===== config.mk =====
export PLATFORM = sky130hd
export DESIGN_NAME = unified_sram_arbiter
export DESIGN_NICKNAME = d
export VERILOG_FILES = /design/src/rtl/unified_sram_arbiter.sv
export SDC_FILE = /design/constraint.sdc
export NUM_CORES = 1
export LEC_CHECK = 0
export CORE_AREA = 2 2 113 115
export CTS_BUF_LIST = sky130_fd_sc_hd__clkbuf_16
export DETAILED_ROUTE_END_ITERATION = 7
export DIE_AREA = 0 0 115 117
export SYNTH_ARGS = -nofsm -noshare
export SYNTH_HDL_FRONTEND = slang
export SYNTH_SLANG_ARGS = --single-unit

===== constraint.sdc =====
create_clock -name clk -period 7 [get_ports clk]
set_input_delay 2.1 -clock clk [delete_from_list [all_inputs] [get_ports clk]]
set_output_delay 2.1 -clock clk [all_outputs]
set_load 0.02 [all_outputs]

===== src/rtl/unified_sram_arbiter.sv =====
// unified_sram_arbiter
// Shares one synchronous single-port SRAM between the CPU instruction-fetch
// requester (i_*) and the data load/store requester (d_*). At most one access
// is granted per cycle. Each read response goes back to its owner exactly
// LATENCY cycles after the grant. A saturating counter records collisions.
//
// Ports:
//   clk, rst        clock, synchronous active-high reset
//   i_req/i_addr    instruction read request, held until i_gnt
//   i_gnt           instruction request accepted this cycle (combinational)
//   i_rvalid/i_rdata instruction read response
//   d_req/d_wen/d_addr/d_wdata  data request (d_wen == 0 means read)
//   d_gnt           data request accepted this cycle (combinational)
//   d_rvalid/d_rdata data read response
//   d_wack          data write completed
//   mem_en/mem_wen/mem_addr/mem_wdata  SRAM command port
//   mem_rdata       SRAM read data, valid LATENCY cycles after issue
//   conflict_cnt    cycles with both requests high, saturating at 16'hFFFF
module unified_sram_arbiter #(
    parameter int LATENCY = 1,
    parameter int AW      = 32,
    parameter int DW      = 32
) (
    input  logic              clk,
    input  logic              rst,
    input  logic              i_req,
    input  logic [AW-1:0]     i_addr,
    output logic              i_gnt,
    output logic              i_rvalid,
    output logic [DW-1:0]     i_rdata,
    input  logic              d_req,
    input  logic [DW/8-1:0]   d_wen,
    input  logic [AW-1:0]     d_addr,
    input  logic [DW-1:0]     d_wdata,
    output logic              d_gnt,
    output logic              d_rvalid,
    output logic              d_wack,
    output logic [DW-1:0]     d_rdata,
    output logic              mem_en,
    output logic [DW/8-1:0]   mem_wen,
    output logic [AW-1:0]     mem_addr,
    output logic [DW-1:0]     mem_wdata,
    input  logic [DW-1:0]     mem_rdata,
    output logic [15:0]       conflict_cnt
);

    localparam int BW = DW / 8;

    typedef enum logic [1:0] {
        TAG_NONE   = 2'd0,
        TAG_IREAD  = 2'd1,
        TAG_DREAD  = 2'd2,
        TAG_DWRITE = 2'd3
    } tag_e;

    typedef enum logic {
        WIN_INST = 1'b0,
        WIN_DATA = 1'b1
    } win_e;

    tag_e        tag_r [LATENCY];
    win_e        last_win_r;
    logic [15:0] conflict_cnt_r;

    logic        i_gnt_s;
    logic        d_gnt_s;
    logic        collide_s;
    tag_e        issue_tag_s;

    // Arbitration: a single requester wins outright; on a collision the side
    // that lost the previous collision wins. Everything is masked in reset.
    always_comb begin
        i_gnt_s   = 1'b0;
        d_gnt_s   = 1'b0;
        collide_s = 1'b0;
        if (rst) begin
            i_gnt_s   = 1'b0;
            d_gnt_s   = 1'b0;
            collide_s = 1'b0;
        end else if (i_req && d_req) begin
            collide_s = 1'b1;
            if (last_win_r == WIN_INST) begin
                d_gnt_s = 1'b1;
            end else begin
                i_gnt_s = 1'b1;
            end
        end else if (i_req) begin
            i_gnt_s = 1'b1;
        end else if (d_req) begin
            d_gnt_s = 1'b1;
        end else begin
            i_gnt_s = 1'b0;
            d_gnt_s = 1'b0;
        end
    end

    // SRAM command mux and the tag for the access issued this cycle.
    always_comb begin
        mem_en      = 1'b0;
        mem_wen     = {BW{1'b0}};
        mem_addr    = {AW{1'b0}};
        mem_wdata   = {DW{1'b0}};
        issue_tag_s = TAG_NONE;
        if (i_gnt_s) begin
            mem_en      = 1'b1;
            mem_addr    = i_addr;
            issue_tag_s = TAG_IREAD;
        end else if (d_gnt_s) begin
            mem_en      = 1'b1;
            mem_wen     = d_wen;
            mem_addr    = d_addr;
            mem_wdata   = d_wdata;
            issue_tag_s = (d_wen == {BW{1'b0}}) ? TAG_DREAD : TAG_DWRITE;
        end else begin
            mem_en      = 1'b0;
            issue_tag_s = TAG_NONE;
        end
    end

    // Tag shift register, collision winner memory and saturating counter.
    // Reset flushes every in-flight tag so no stale response can emerge.
    always_ff @(posedge clk) begin
        if (rst) begin
            for (int k = 0; k < LATENCY; k++) begin
                tag_r[k] <= TAG_NONE;
            end
            last_win_r     <= WIN_INST;
            conflict_cnt_r <= 16'd0;
        end else begin
            tag_r[0] <= issue_tag_s;
            for (int k = 1; k < LATENCY; k++) begin
                tag_r[k] <= tag_r[k-1];
            end
            if (collide_s) begin
                last_win_r <= d_gnt_s ? WIN_DATA : WIN_INST;
                if (conflict_cnt_r != 16'hFFFF) begin
                    conflict_cnt_r <= conflict_cnt_r + 16'd1;
                end else begin
                    conflict_cnt_r <= conflict_cnt_r;
                end
            end else begin
                last_win_r     <= last_win_r;
                conflict_cnt_r <= conflict_cnt_r;
            end
        end
    end

    // The pipeline tail lines up with the cycle in which mem_rdata is valid
    // for that access, so responses decode straight from the tail register.
    assign i_gnt        = i_gnt_s;
    assign d_gnt        = d_gnt_s;
    assign i_rvalid     = (tag_r[LATENCY-1] == TAG_IREAD);
    assign d_rvalid     = (tag_r[LATENCY-1] == TAG_DREAD);
    assign d_wack       = (tag_r[LATENCY-1] == TAG_DWRITE);
    assign i_rdata      = i_rvalid ? mem_rdata : {DW{1'b0}};
    assign d_rdata      = d_rvalid ? mem_rdata : {DW{1'b0}};
    assign conflict_cnt = conflict_cnt_r;

endmodule


==> metrics.csv <==
metric,value,unit
Synth Net Count,396,
Resized cells post-CTS,0,
most congested layer reported by global routing,met2,
status,"complete, no violations",
endpoints failing setup,0,
clk root buf,sky130_fd_sc_hd__clkbuf_16,
worst-case headroom to the max-slew limit,47.5,%
# Max-Cap Violations,0,
cells taking the most area after synthesis,"sky130_fd_sc_hd__and2_1 (33%), sky130_fd_sc_hd__dfxtp_1 (20%), sky130_fd_sc_hd__a22o_1 (14%)",
horizontal die dimension,115,um
global-route wire length before repair,14900,um
via count,3013,
cell depth of the worst hold path,2,
hold buffer count at CTS,0,
reg2reg path depth,5,
share of synthesized registers carrying an async set or reset,0,%
"flops & latches, synth",19,
area of the mapped netlist,0.00195,mm2
clk_skew,0.00166,ns
startpoint of the most critical register-to-register path,conflict_cnt[0],
count of unresolved DRC violations after routing,0,
post-synthesis to final-layout area growth,160,%
Worst IR Drop VDD,0.0000774,V
most prevalent standard cell on the critical path,sky130_fd_sc_hd__clkdlybuf4s50_1,
f_max,0.157,GHz
largest area contributor in the synthesized netlist,sky130_fd_sc_hd__and2_1,
number of synthesized flops with an enable pin,0,
Commonest cells post-synth,"sky130_fd_sc_hd__and2_1 (102), sky130_fd_sc_hd__a22o_1 (32), sky130_fd_sc_hd__clkbuf_1 (19), sky130_fd_sc_hd__dfxtp_1 (19), sky130_fd_sc_hd__a21oi_1 (12)",
I/O Pins,290,
proportion of synthesized chip area in sequential cells,19.5,%
leakage dissipation,1.86,nW
detailed-route vias per instance,4.39,
cell count after synthesis,259,
"sum of internal, switching and leakage power",509,uW
HPWL Detailed,9430,um
number of antenna violations at the first check in global routing,0,
met3 Track Usage GR,4.89,%
Post-synth top flop,sky130_fd_sc_hd__dfxtp_1,
fraction of synthesized cell area in xor and xnor cells,0.899,%
number of inserted filler cells in the final layout,1250,
"antenna viol nets, final",0,
buffers inserted by post-CTS timing repair,0,
Hold Path Origin,conflict_cnt[15],
average footprint of a synthesized cell,7.53,um2
setup total negative slack,0,ns
crit-path max FO,50,
H-tree depth reported by CTS,1,
source-to-sink clock delay at the later pin of the worst-skew pair,0.25,ns
Critical Path Slowest Stage Cell,sky130_fd_sc_hd__clkdlybuf4s50_1,
number of global-route vias before repair,2820,
portion of netlist area occupied by mux cells,0,%
library cells used by synthesis,37,
met1 GRT Util,14.6,%
Setup crit start kind,input port,
fraction of the mapped netlist area in adder cells,0.642,%
die outline area,0.0135,mm2
"buffers from clock root to sink, at most",2,
peak per-stage delay on the critical path,0.64,ns
number of violations reported at the end of detailed-routing iteration 0,138,
fraction of final layout cells sized beyond drive strength 1,2.80,%
largest family of logic cells by synthesized area,simple AND/OR/NAND/NOR gates,
hold path endpoint,conflict_cnt[15],
RSZ-0062 raised after global routing,false,
Synth Area in Compound Gates,24.9,%
endpoint of the most critical register-to-register path,conflict_cnt[0],
GR Util All Layers,14.1,%
Initial Utilization,15.8,%
crit share post-route,91.0,%
class of the most critical setup path,input port to primary output,
count of yosys warnings during synthesis,0,
Core Rows,41,
Worst Hold Class,flop to flop,
areal power density over the cells,100,mW/mm2
die span in y,117,um
ant diodes,0,
pin count of the biggest net entering global routing,51,
kind of end point of the critical path,primary output,
Clock Pin Slew Worst Setup and Hold Paths,0.05,ns
reg2reg setup slack,5.03,ns
overflow left after global routing,0,
clock period minus worst slack,6.37,ns
"count leader, synth",sky130_fd_sc_hd__and2_1,
net count reported at finish,674,
"Slew Viols, Final",0,
CTS Sinks,19,
global placement routability congestion,0.779,
CTS tree,yes,
core outline area,0.0123,mm2
WL final,11100,um
cell-by-cell trace of the critical path,"clkdlybuf4s50_1, inv_1, and3_2, buf_12, a22o_1, clkdlybuf4s50_1",
signal arrival time at the worst endpoint,4.27,ns
met2 demand-to-capacity share in global routing,27.7,%
required time of the critical path,4.90,ns
Simple-Gate Fraction of Synth Area,49.2,%
pin slew with the least headroom to its limit,0.781,ns
quantity of I/O buffers inserted on ports,289,
Final Hold Vio Count,0,
total CTS buffers,3,
first-pass iteration count of the detailed router,4,
detail-routed net length per standard cell,16.2,um
fraction of post-synthesis cell area in the top cell type by area,32.7,%
-- flip-flops by register name, indices dropped and copies added (netlist names) --
register,cells
conflict_cnt,16
tag_r,2
last_win_r,1
-- cells in the final DEF, fill, tap and decap left out, types with 3 or more instances in the layout --
master / n
sky130_fd_sc_hd__nand4_1: 7
sky130_fd_sc_hd__and3_1: 4
sky130_fd_sc_hd__o311ai_0: 3
sky130_fd_sc_hd__or4_1: 4
sky130_fd_sc_hd__dfxtp_1: 19
sky130_fd_sc_hd__o21ai_0: 7
sky130_fd_sc_hd__buf_4: 4
sky130_fd_sc_hd__or3_1: 6
sky130_fd_sc_hd__and4_1: 3
sky130_fd_sc_hd__nand2_1: 7
sky130_fd_sc_hd__clkbuf_16: 3
sky130_fd_sc_hd__and2_1: 102
sky130_fd_sc_hd__clkdlybuf4s50_1: 289
sky130_fd_sc_hd__a21oi_1: 12
sky130_fd_sc_hd__o31ai_1: 3
sky130_fd_sc_hd__nand3_1: 3
sky130_fd_sc_hd__a22o_1: 32
-- critical path, delay by kind of cell --
kind / cells / cell delay (ns)
buf+inv: 4 / 1.49
compound gates: 1 / 0.17
simple gates: 1 / 0.49
-- where the power goes --
part,leakage (nW),internal (mW),switching [mW]
clock network,0.0409,0.0766,0.0419
logic,1.67,0.163,0.116
registers,0.154,0.110,0.00179
total,1.86,0.349,0.159
-- cells by family after synthesis --
group / after synthesis
flops: 19
fa+ha+maj: 1
compound gates: 64
simple gates: 151
xor+xnor: 2
buf+inv: 22
-- per-stage QoR --
step / std cells / hold WS, ns / instance area (um2) / setup WS, ns / util, %
detailed placement: 682 / 0.518 / 4990 / 0.623 / 40.5
global route: 686 / 0.564 / 5070 / 0.516 / 41.2
global placement: 682 / 0.486 / 4990 / 0.637 / 40.5
floorplan: 259 / 0.492 / 1950 / 1.61 / -
finish: 686 / 0.522 / 5070 / 0.630 / 41.2
CTS: 686 / 0.528 / 5070 / 0.612 / 41.2
-- final cells by class --
cell class                      instances  area [um2]  share of cell area (%)
Clock inverter                          1        5.00                  0.0987
Multi-Input combinational cell        218        1480                    29.1
Tap cell                              150         188                    3.70
Sequential cell                        19         380                    7.50
Clock buffer                            3        75.1                    1.48
Inverter                                1        3.75                  0.0740
Timing Repair Buffer                  294        2940                    58.0
-- routing by layer --
metal,part of all wire (%),wire length [um]
met1,35,3930
met2,53,5850
met4,0.65,72
met3,11,1280
met5,0,0
-- worst max-delay path by stage --
stage	start	end
finish	rst	mem_addr[26]
global route	d_req	mem_addr[27]
CTS	rst	mem_addr[27]
detailed placement	rst	mem_addr[27]
global placement	rst	mem_addr[27]
floorplan	rst	mem_addr[23]
(Power assumes the default switching activity.)
